[src/rtl/loader_pkg.sv]
// Shared types and constants for the program loader: FSM states, framing sizes
// and the modulo-256 checksum accumulator.
package loader_pkg;

    typedef enum logic [2:0] {
        IDLE  = 3'd0,
        HDR   = 3'd1,
        DATA  = 3'd2,
        WRITE = 3'd3,
        CSUM  = 3'd4,
        DONE  = 3'd5,
        ERR   = 3'd6
    } state_t;

    localparam int HDR_BYTES  = 2;
    localparam int WORD_BYTES = 4;
    localparam int CSUM_W     = 8;

    function automatic logic [CSUM_W-1:0] csum_add(input logic [CSUM_W-1:0] acc,
                                                   input logic [7:0]        b);
        return acc + b;
    endfunction

endpackage

[src/rtl/program_loader_if.sv]
// Byte-stream input, instruction-memory write port and processor-control lines
// of the program loader. The loader takes the slave side.
interface program_loader_if;

    logic        start;
    logic        in_valid;
    logic [7:0]  in_data;
    logic        in_ready;
    logic        imem_we;
    logic [31:0] imem_addr;
    logic [31:0] imem_wdata;
    logic        cpu_rst_n;
    logic        done;
    logic        error;

    modport slave (
        input  start, in_valid, in_data,
        output in_ready, imem_we, imem_addr, imem_wdata, cpu_rst_n, done, error
    );

    modport master (
        output start, in_valid, in_data,
        input  in_ready, imem_we, imem_addr, imem_wdata, cpu_rst_n, done, error
    );

endinterface

[src/rtl/word_packer.sv]
// Big-endian byte-to-word assembler: shifts bytes in MSB first and flags the
// byte that completes a 32-bit word.
module word_packer
    import loader_pkg::*;
(
    input  logic        clk,
    input  logic        rst,
    input  logic        clr,
    input  logic        byte_en,
    input  logic [7:0]  byte_in,
    output logic [31:0] word_next,
    output logic        last
);

    localparam int CNT_W = $clog2(WORD_BYTES);

    logic [CNT_W-1:0] cnt;
    logic [23:0]      partial;

    // The completed word is formed combinationally so the top can register it
    // on the same edge that accepts the final byte.
    assign word_next = {partial, byte_in};
    assign last      = byte_en && (cnt == CNT_W'(WORD_BYTES - 1));

    always_ff @(posedge clk or negedge rst) begin
        if (!rst) begin
            cnt     <= '0;
            partial <= '0;
        end else if (clr) begin
            cnt     <= '0;
            partial <= '0;
        end else if (byte_en) begin
            partial <= word_next[23:0];
            cnt     <= last ? '0 : cnt + CNT_W'(1);
        end
    end

endmodule

[src/rtl/program_loader.sv]
// Loads a length-prefixed, checksummed byte stream into instruction memory and
// releases the processor from reset only after a clean load.
module program_loader
    import loader_pkg::*;
#(
    parameter int          MAX_WORDS = 256,
    parameter logic [31:0] BASE_ADDR = 32'h0000_0000
) (
    input  logic            clk,
    input  logic            rst,
    program_loader_if.slave bus
);

    localparam int IDX_W = $clog2(MAX_WORDS + 1);
    localparam int HDR_W = (HDR_BYTES > 1) ? $clog2(HDR_BYTES) : 1;

    state_t            state, next_state;
    logic [HDR_W-1:0]  hdr_cnt;
    logic [15:0]       n_words;
    logic [15:0]       n_cand;
    logic [IDX_W-1:0]  k;
    logic [CSUM_W-1:0] csum;
    logic [31:0]       word_next;
    logic              accept, start_ok, hdr_last, pk_en, pk_last, more_words;
    logic              in_ready_d, imem_we_d, cpu_rst_n_d, done_d, error_d;

    // in_ready is registered from the next state, so it always matches the
    // current state and accept needs no extra state qualification.
    assign accept     = bus.in_valid && bus.in_ready;
    assign start_ok   = bus.start && (state == IDLE || state == DONE || state == ERR);
    assign hdr_last   = (state == HDR) && accept && (hdr_cnt == HDR_W'(HDR_BYTES - 1));
    assign n_cand     = {n_words[7:0], bus.in_data};
    assign pk_en      = (state == DATA) && accept;
    assign more_words = (int'(k) + 1) < int'(n_words);

    word_packer u_packer (
        .clk       (clk),
        .rst       (rst),
        .clr       (start_ok),
        .byte_en   (pk_en),
        .byte_in   (bus.in_data),
        .word_next (word_next),
        .last      (pk_last)
    );

    always_ff @(posedge clk or negedge rst) begin
        if (!rst) state <= IDLE;
        else      state <= next_state;
    end

    always_comb begin
        next_state = state;
        case (state)
            IDLE, DONE, ERR: if (bus.start) next_state = HDR;
            HDR: if (hdr_last) begin
                if (int'(n_cand) > MAX_WORDS) next_state = ERR;
                else if (n_cand != 16'd0)     next_state = DATA;
                else                          next_state = CSUM;
            end
            DATA:  if (pk_last) next_state = WRITE;
            WRITE: next_state = more_words ? DATA : CSUM;
            CSUM:  if (accept) next_state = (bus.in_data == csum) ? DONE : ERR;
            default: next_state = IDLE;
        endcase
    end

    always_comb begin
        in_ready_d  = (next_state == HDR) || (next_state == DATA) || (next_state == CSUM);
        imem_we_d   = (next_state == WRITE);
        done_d      = (next_state == DONE);
        error_d     = (next_state == ERR);
        cpu_rst_n_d = (next_state == DONE);
    end

    // ---- registered control outputs ----
    always_ff @(posedge clk or negedge rst) begin
        if (!rst) begin
            bus.in_ready  <= 1'b0;
            bus.imem_we   <= 1'b0;
            bus.done      <= 1'b0;
            bus.error     <= 1'b0;
            bus.cpu_rst_n <= 1'b0;
        end else begin
            bus.in_ready  <= in_ready_d;
            bus.imem_we   <= imem_we_d;
            bus.done      <= done_d;
            bus.error     <= error_d;
            bus.cpu_rst_n <= cpu_rst_n_d;
        end
    end

    // ---- header, counters, checksum and write port ----
    always_ff @(posedge clk or negedge rst) begin
        if (!rst) begin
            hdr_cnt        <= '0;
            n_words        <= '0;
            k              <= '0;
            csum           <= '0;
            bus.imem_addr  <= BASE_ADDR;
            bus.imem_wdata <= '0;
        end else if (start_ok) begin
            hdr_cnt <= '0;
            n_words <= '0;
            k       <= '0;
            csum    <= '0;
        end else begin
            case (state)
                HDR: if (accept) begin
                    n_words <= n_cand;
                    hdr_cnt <= hdr_cnt + HDR_W'(1);
                end
                DATA: if (accept) begin
                    csum <= csum_add(csum, bus.in_data);
                    if (pk_last) begin
                        bus.imem_addr  <= BASE_ADDR + 32'({k, 2'b00});
                        bus.imem_wdata <= word_next;
                    end
                end
                WRITE: k <= k + IDX_W'(1);
                default: ;
            endcase
        end
    end

endmodule
[src/flat_wrapper.sv]
// flat-port wrapper written by rule: the top's interface ports become plain ports
module program_loader_flat import loader_pkg::*;
#(
    parameter int          MAX_WORDS = 256,
    parameter logic [31:0] BASE_ADDR = 32'h0000_0000
)
  (clk, rst, bus_start, bus_in_valid, bus_in_data, bus_in_ready, bus_imem_we, bus_imem_addr, bus_imem_wdata, bus_cpu_rst_n, bus_done, bus_error);
  program_loader_if bus_i ();
  input  logic clk;
  input  logic rst;
  input wire logic [$bits(bus_i.start)-1:0] bus_start;
  input wire logic [$bits(bus_i.in_valid)-1:0] bus_in_valid;
  input wire logic [$bits(bus_i.in_data)-1:0] bus_in_data;
  output wire logic [$bits(bus_i.in_ready)-1:0] bus_in_ready;
  output wire logic [$bits(bus_i.imem_we)-1:0] bus_imem_we;
  output wire logic [$bits(bus_i.imem_addr)-1:0] bus_imem_addr;
  output wire logic [$bits(bus_i.imem_wdata)-1:0] bus_imem_wdata;
  output wire logic [$bits(bus_i.cpu_rst_n)-1:0] bus_cpu_rst_n;
  output wire logic [$bits(bus_i.done)-1:0] bus_done;
  output wire logic [$bits(bus_i.error)-1:0] bus_error;
  assign bus_i.start = bus_start;
  assign bus_i.in_valid = bus_in_valid;
  assign bus_i.in_data = bus_in_data;
  assign bus_in_ready = bus_i.in_ready;
  assign bus_imem_we = bus_i.imem_we;
  assign bus_imem_addr = bus_i.imem_addr;
  assign bus_imem_wdata = bus_i.imem_wdata;
  assign bus_cpu_rst_n = bus_i.cpu_rst_n;
  assign bus_done = bus_i.done;
  assign bus_error = bus_i.error;
  program_loader #(.MAX_WORDS(MAX_WORDS), .BASE_ADDR(BASE_ADDR)) u_core (.clk(clk), .rst(rst), .bus(bus_i));
endmodule
[config.mk]
export PLATFORM = sky130hd
export DESIGN_NAME = program_loader_flat
export DESIGN_NICKNAME = d
export VERILOG_FILES = /design/src/rtl/loader_pkg.sv /design/src/rtl/program_loader_if.sv /design/src/rtl/word_packer.sv /design/src/rtl/program_loader.sv /design/src/flat_wrapper.sv
export SDC_FILE = /design/constraint.sdc
export NUM_CORES = 1
export LEC_CHECK = 0
export ABC_AREA = 1
export BUFFER_PORTS_ARGS = -buffer_cell sky130_fd_sc_hd__buf_2
export CAP_MARGIN = 30
export CORE_ASPECT_RATIO = 2
export CORE_UTILIZATION = 51
export CTS_BUF_LIST = sky130_fd_sc_hd__clkbuf_16
export DETAILED_ROUTE_END_ITERATION = 10
export PLACE_DENSITY = 0.83
export REMOVE_ABC_BUFFERS = 1
export SLEW_MARGIN = 20
export SYNTH_ARGS = -nofsm -noshare
export SYNTH_HDL_FRONTEND = slang
export SYNTH_SLANG_ARGS = --single-unit
[constraint.sdc]
create_clock -name clk -period 2.2 [get_ports clk]
set_clock_uncertainty 0.05 [all_clocks]
set_input_delay 0.22 -clock clk [delete_from_list [all_inputs] [get_ports clk]]
set_output_delay 0.22 -clock clk [all_outputs]
set_load 0.02 [all_outputs]
==> impl_metrics.tcl, run 1 <==
set metrics [dict create \
    status "complete, but fails checks" \
    failed_checks "negative setup slack" \
    synth_area_leaders "dfrtp_1 (53%), nand2_1 (7.3%), inv_1 (5.9%)" \
    worst_r2r_endpoint "u_core.bus.in_ready" \
    path_clk_slew_ns 0.07 \
    synth_common_cells "dfrtp_1 (108), nand2_1 (98), inv_1 (80)" \
    clock_power_share_pct 27.4 \
    seq_power_share_pct 41.4 \
    antenna_found_initial 1 \
    async_flop_share_pct 100 \
    finalCritPeriodShare_pct 110 \
    io_pins 81 \
    instances_no_fill 768 \
    path_class "flip-flop to flip-flop" \
    syn_area_per_cell_um2 9.09 \
    critPathArrivalTime_ns 2.61 \
    drtIter0Drc 375 \
    fin_area_um2 5950 \
    wirelength_mm 10.8 \
    cts_tree "done" \
    ys_types 38 \
    yosysTopAreaCell "dfrtp_1" \
    cts_inserted_buffers 9 \
    grt_pass1_vias 3889 \
    fmax_mhz 414 \
    hold_class "input pin to flip-flop" \
    wl_per_cell_um 14.1 \
    ys_seq_elements 108 \
    port_buffers 57 \
    clock_latency_ns 0.35 \
    crit_path_start "u_core.k[3]" \
    slew_headroom_pct 59.4 \
    nNetsFinal 661 \
    synthCells 556 \
    place_inst 741 \
    netSwitchingFraction_pct 36.3 \
    clkSinkCount 108 \
    syn2layout_area_growth_pct 17.7 \
    rsz0062_at_grt "yes" \
    worst_setup_path_start_kind "flip-flop" \
    core_um2 9700 \
    drtAntennaViolNets 0 \
    finalHoldViolations 0 \
    setup_ws_ns -0.217 \
    finalSetupViolCount 5 \
    firstDrtPassIters 6 \
    grt_max_degree 80 \
    post-place-ws_ns -0.238 \
    combPwrFrac_pct 31.2 \
    ys_seq_area_share_pct 53.5 \
    cp-end-kind "flip-flop" \
    finalSetupTns_ns -0.859 \
    ff2ff_path_depth 17 \
    yosysTopAreaCellShare_pct 53.5 \
    leakagePower_nw 3.14 \
    ys.flop_type "dfrtp_1" \
    cp_data_required_time_ns 2.39 \
    finalMaxSlewViolations 0 \
    layout-drive-gt1-share_pct 21.1 \
    p_int_mw 3.83 \
    die_h_um 143 \
    synth_edf_count 0 \
    drc 0 \
    crit_fanout 3 \
    dp_hpwl_mm 7.51 \
    gp_congestion 0.871 \
    placed_cell_area_um2 5480 \
    std_cell_rows 51 \
    maxCapViolations 0 \
    worst-r2r-setup-slack_ns -0.22 \
    die_w_um 72.4 \
    power.total_mw 6.02 \
    syn_area_um2 5060 \
    htree_levels 3 \
    grt_pass1_wl_mm 17.8 \
    die_area_um2 10300 \
    grt_usage_pct 22.3 \
    synth_most_common_cell "dfrtp_1" \
    fin_crit_ns 2.42 \
    min_from "bus_in_data[6]" \
    power_switching_mw 2.19 \
    power.density_nw_per_um2 1010 \
    overflow 0 \
    initial_core_util_pct 52.1 \
    reg2reg_from "u_core.k[3]" \
    tightestPinTransition_ns 0.601 \
    ir_drop_mv 0.512 \
    setup.worst_path.end "u_core.bus.in_ready" \
    viasPerCell 5.23 \
    ys_warn_count 0 \
    cts_max_path_buffers 2 \
    vias 4015 \
    cts_root_buffer "clkbuf_16" \
]
## cells in the final DEF (no fill, tap or decap), types with 9 or more instances in the layout
cell type / n
inv_1: 75
a21oi_1: 22
dfrtp_1: 108
nand3_1: 19
buf_4: 24
nor2_1: 20
o21ai_0: 22
clkbuf_16: 9
nand2_1: 94
o21ai_1: 41
o22ai_1: 29
ha_1: 16
conb_1: 23
buf_2: 56
## area by class of cell
class | count | area (µm²)
Clock buffer | 9 | 225
Antenna cell | 1 | 2.50
Multi-Input combinational cell | 345 | 1950
Sequential cell | 108 | 2700
Timing Repair Buffer | 83 | 510
Clock inverter | 7 | 86.3
Tap cell | 132 | 165
Inverter | 83 | 314
Fill cell | 778 | 3750
## metal layers
| metal | vias up | GRT usage (%) | wire, µm |
|---|---|---|---|
| met1 | 1913 | 25.2 | 4120 |
| met2 | 140 | 38.3 | 5780 |
| met5 | - | 0 | 0 |
| li1 | 1926 | - | - |
| met3 | 36 | 4.02 | 429 |
| met4 | 0 | 13.3 | 508 |
## worst min-delay path by stage
stage / cells past startpoint / slack [ns] / endpoint
2_1_floorplan: 0 / -0.13 / u_core.bus.cpu_rst_n
3_3_place_gp: 1 / 0.11 / u_core.bus.imem_wdata[20]
3_5_place_dp: 1 / 0.12 / u_core.bus.imem_wdata[20]
4_1_cts: 3 / 0.15 / u_core.n_words[6]
5_1_grt: 3 / 0.17 / u_core.bus.imem_wdata[6]
6_report: 3 / 0.15 / u_core.n_words[6]
## sequential cells by signal, indices dropped and copies added, names as in the netlist
| signal | flops |
|---|---|
| u_core.bus.cpu_rst_n | 1 |
| u_core.bus.error | 1 |
| u_core.bus.imem_addr | 9 |
| u_core.bus.imem_wdata | 32 |
| u_core.bus.imem_we | 1 |
| u_core.bus.in_ready | 1 |
| u_core.csum | 8 |
| u_core.hdr_cnt | 1 |
| u_core.k | 9 |
| u_core.n_words | 16 |
| u_core.state | 3 |
| u_core.u_packer.cnt | 2 |
| u_core.u_packer.partial | 24 |
## power by group through the flow
stage	registers, mW	logic [mW]	clock network, mW
floorplan	2.49	1.20	0
global placement	2.51	1.64	0
global route	2.51	2.09	1.78
CTS	2.48	1.81	1.68
detailed placement	2.52	1.74	0
finish	2.49	1.88	1.65
## critical path: stages, from the launching register on
cell	delay (ns)
dfrtp_1	0.37
inv_2	0.06
nor4_4	0.28
nand4_1	0.15
or2_1	0.28
nand2_2	0.07
inv_2	0.04
ha_4	0.27
nand2_2	0.06
o21a_1	0.17
nand2_1	0.05
nand2_1	0.07
nand3_2	0.09
nand2_2	0.07
nand2_2	0.07
nand2_1	0.05
nand2_1	0.05
nand2_1	0.04
## kinds of logic (layout without fill, tap and decap cells)
group | count (synthesis) | count (layout) | synth area share [%]
AO/OA/AOI/OAI | 128 | 128 | 14.1
XOR/XNOR | 8 | 8 | 1.39
adder cells (fa/ha/maj) | 19 | 19 | 4.85
buffers and inverters | 125 | 182 | 11.4
flip-flops | 108 | 108 | 53.5
other | 1 | 24 | 0.0742
AND/OR/NAND/NOR | 167 | 167 | 14.7
## what timing repair did
item	CTS	global route
buffers inserted	5	5
gates resized for setup	8	15
cloned	0	0
hold buffers	1	0
endpoints found under the hold margin	29	0
setup endpoints to repair	5	5
pin swaps	9	15
## metrics by stage
stage | util (%) | hold slack (ns)
6_report | 61.4 | 0.154
5_1_grt | 61.4 | 0.171
4_1_cts | 60.5 | 0.148
3_5_place_dp | 56.4 | 0.118
3_3_place_gp | 56.4 | 0.108
2_1_floorplan | - | -0.126
Note: power is estimated with default switching activity, not from simulation.
==> run 2, diff against run 1 <==
--- a/config.mk
+++ b/config.mk
@@ -5,7 +5,6 @@
 export SDC_FILE = /design/constraint.sdc
 export NUM_CORES = 1
 export LEC_CHECK = 0
-export ABC_AREA = 1
 export BUFFER_PORTS_ARGS = -buffer_cell sky130_fd_sc_hd__buf_2
 export CAP_MARGIN = 30
 export CORE_ASPECT_RATIO = 2
==> impl_metrics.tcl, run 2 <==
set metrics [dict create \
    ir_drop_mv 0.642 \
    setup_ws_ns -0.496 \
    wl_per_cell_um 15.4 \
    cp_data_required_time_ns 2.37 \
    ff2ff_path_depth 12 \
    ys_types 42 \
    antenna_found_initial 0 \
    hold_class "input pin to flip-flop" \
    core_um2 9760 \
    path_clk_slew_ns 0.07 \
    clock_power_share_pct 24.4 \
    drtIter0Drc 184 \
    top_regs "u_core.bus.imem_wdata x32, u_core.u_packer.partial x24, u_core.n_words x16" \
    ys_warn_count 0 \
    grt_usage_pct 23.0 \
    fin_area_um2 6290 \
    firstDrtPassIters 4 \
    port_buffers 57 \
    path_class "flip-flop to flip-flop" \
    power.total_mw 6.85 \
    netSwitchingFraction_pct 35.3 \
    post-route-util_pct 64.4 \
    rsz0062_at_grt "yes" \
    syn_area_per_cell_um2 10.2 \
    antenna-diode-count 0 \
    status "complete, but fails checks" \
    placed_cell_area_um2 5740 \
    grt_pass1_vias 3851 \
    clkSinkCount 108 \
    syn2layout_area_growth_pct 22.3 \
    slew_headroom_pct 66.3 \
    critPathArrivalTime_ns 2.87 \
    io_pins 81 \
    p_int_mw 4.43 \
    hold_ws_ns 0.102 \
    synth_common_cells "nand2_1 (109), dfrtp_1 (108), mux2_2 (41)" \
    failed_checks "negative setup slack" \
    async_flop_share_pct 100 \
    tightestPinTransition_ns 0.504 \
    ys_seq_area_share_pct 52.6 \
    leakagePower_nw 3.17 \
    worst_setup_path_start_kind "flip-flop" \
    gp_congestion 0.852 \
    cts_max_path_buffers 2 \
    nNetsFinal 624 \
    clock_latency_ns 0.35 \
    fmax_mhz 371 \
    cts_inserted_buffers 9 \
    synth_area_leaders "dfrtp_1 (53%), mux2_2 (9.0%), nand2_1 (8.0%)" \
    reg2reg_from "u_core.k[0]" \
    combPwrFrac_pct 36.6 \
    worst-r2r-setup-slack_ns -0.50 \
    std_cell_rows 51 \
    overflow 0 \
    finalCritPeriodShare_pct 123 \
    drtAntennaViolNets 0 \
    finalMaxSlewViolations 0 \
    cp-end-kind "flip-flop" \
    max_flop_register "u_core.bus.imem_wdata" \
    hold_end "u_core.n_words[5]" \
    die_w_um 73.0 \
    initial_core_util_pct 52.7 \
    finalSetupViolCount 5 \
    power.density_nw_per_um2 1090 \
    synthCells 503 \
    finalSetupTns_ns -2.09 \
    grt_max_degree 58 \
    syn_area_um2 5140 \
    die_h_um 144 \
    cts_tree "done" \
    vias 3889 \
    largest_reg_flops 32 \
    yosysTopAreaCell "dfrtp_1" \
    ys_seq_elements 108 \
    maxCapViolations 0 \
    cts_root_buffer "clkbuf_16" \
    wirelength_mm 11.2 \
    layout-drive-gt1-share_pct 31.5 \
    min_from "bus_in_data[5]" \
    power_switching_mw 2.42 \
    crit_fanout 3 \
    synth_most_common_cell "nand2_1" \
    htree_levels 3 \
    holdPathStages 3 \
    die_area_um2 10500 \
    synth_edf_count 0 \
    yosysTopAreaCellShare_pct 52.6 \
    grt_pass1_wl_mm 18.5 \
    dp_hpwl_mm 7.83 \
    worst_r2r_endpoint "u_core.bus.in_ready" \
    drc 0 \
    mostFrequentLayoutCells "nand2_1 (107), dfrtp_1 (107), buf_2 (56), buf_4 (45), mux2_2 (41)" \
    seq_power_share_pct 39.0 \
    viasPerCell 5.34 \
    fin_crit_ns 2.70 \
    finalHoldViolations 0 \
    ys.flop_type "dfrtp_1" \
]
run 2: area by class of cell:
cell class	count	area, µm²
Timing Repair Buffer	108	722
Clock inverter	5	77.6
Tap cell	132	165
Multi-Input combinational cell	352	2340
Inverter	14	52.6
Fill cell	777	3480
Clock buffer	9	225
Sequential cell	108	2700
run 2: through the flow:
step           setup slack (ns)  instances
2_1_floorplan             -2.26        474
3_3_place_gp             -0.477        704
3_5_place_dp             -0.630        704
4_1_cts                  -0.531        725
5_1_grt                  -0.587        728
6_report                 -0.496        728
run 2: logic make-up after synthesis:
kind of cell	synth area share, %
adder cells (fa/ha/maj)	4.77
other	0.0729
AND/OR/NAND/NOR	13.2
flip-flops	52.6
multiplexers	9.56
AO/OA/AOI/OAI	10.2
XOR/XNOR	3.07
buffers and inverters	6.62
run 2: repair_timing:
item,in CTS,in global routing
hold buffers,1,0
gates resized for setup,20,14
endpoints found under the hold margin,30,0
gates cloned,0,0
pin swaps,20,14
setup buffers,7,3
endpoints found under the setup margin,6,7
run 2: worst max path at each step:
stage / start / end / slack (ns) / cells past startpoint
after floorplan: u_core.state[1] / u_core.bus.imem_addr[10] / -2.26 / 4
after global placement: u_core.k[0] / u_core.bus.in_ready / -0.48 / 12
after detailed placement: u_core.k[0] / u_core.bus.in_ready / -0.63 / 12
after CTS: u_core.k[0] / u_core.bus.in_ready / -0.53 / 11
after global routing: u_core.k[0] / u_core.bus.in_ready / -0.59 / 12
final: u_core.k[0] / u_core.bus.in_ready / -0.50 / 12
run 2: worst max-delay path: stages, from the launching register on:
cell and delay (ns):
dfrtp_2 0.42, ha_4 0.18, nand2_4 0.06, nor2_4 0.11
nand3_2 0.09, xnor2_2 0.16, ha_1 0.33, a21oi_1 0.13
nand2_1 0.06, a221o_1 0.40, a221oi_4 0.35, xnor2_2 0.15
mux2i_1 0.09
run 2: power groups by stage:
stage	sequential, mW	combinational [mW]	clock (mW)
final	2.67	2.51	1.67
after global routing	2.72	2.76	1.78
after CTS	2.66	2.42	1.70
after detailed placement	2.69	2.31	0
after global placement	2.67	2.22	0
after floorplan	2.85	1.30	0
run 2: routing by layer:
metal	GRT usage (%)	wire length [µm]
met5	0	0
met4	12.2	386
met3	2.58	274
met2	40.7	6200
met1	26.8	4360
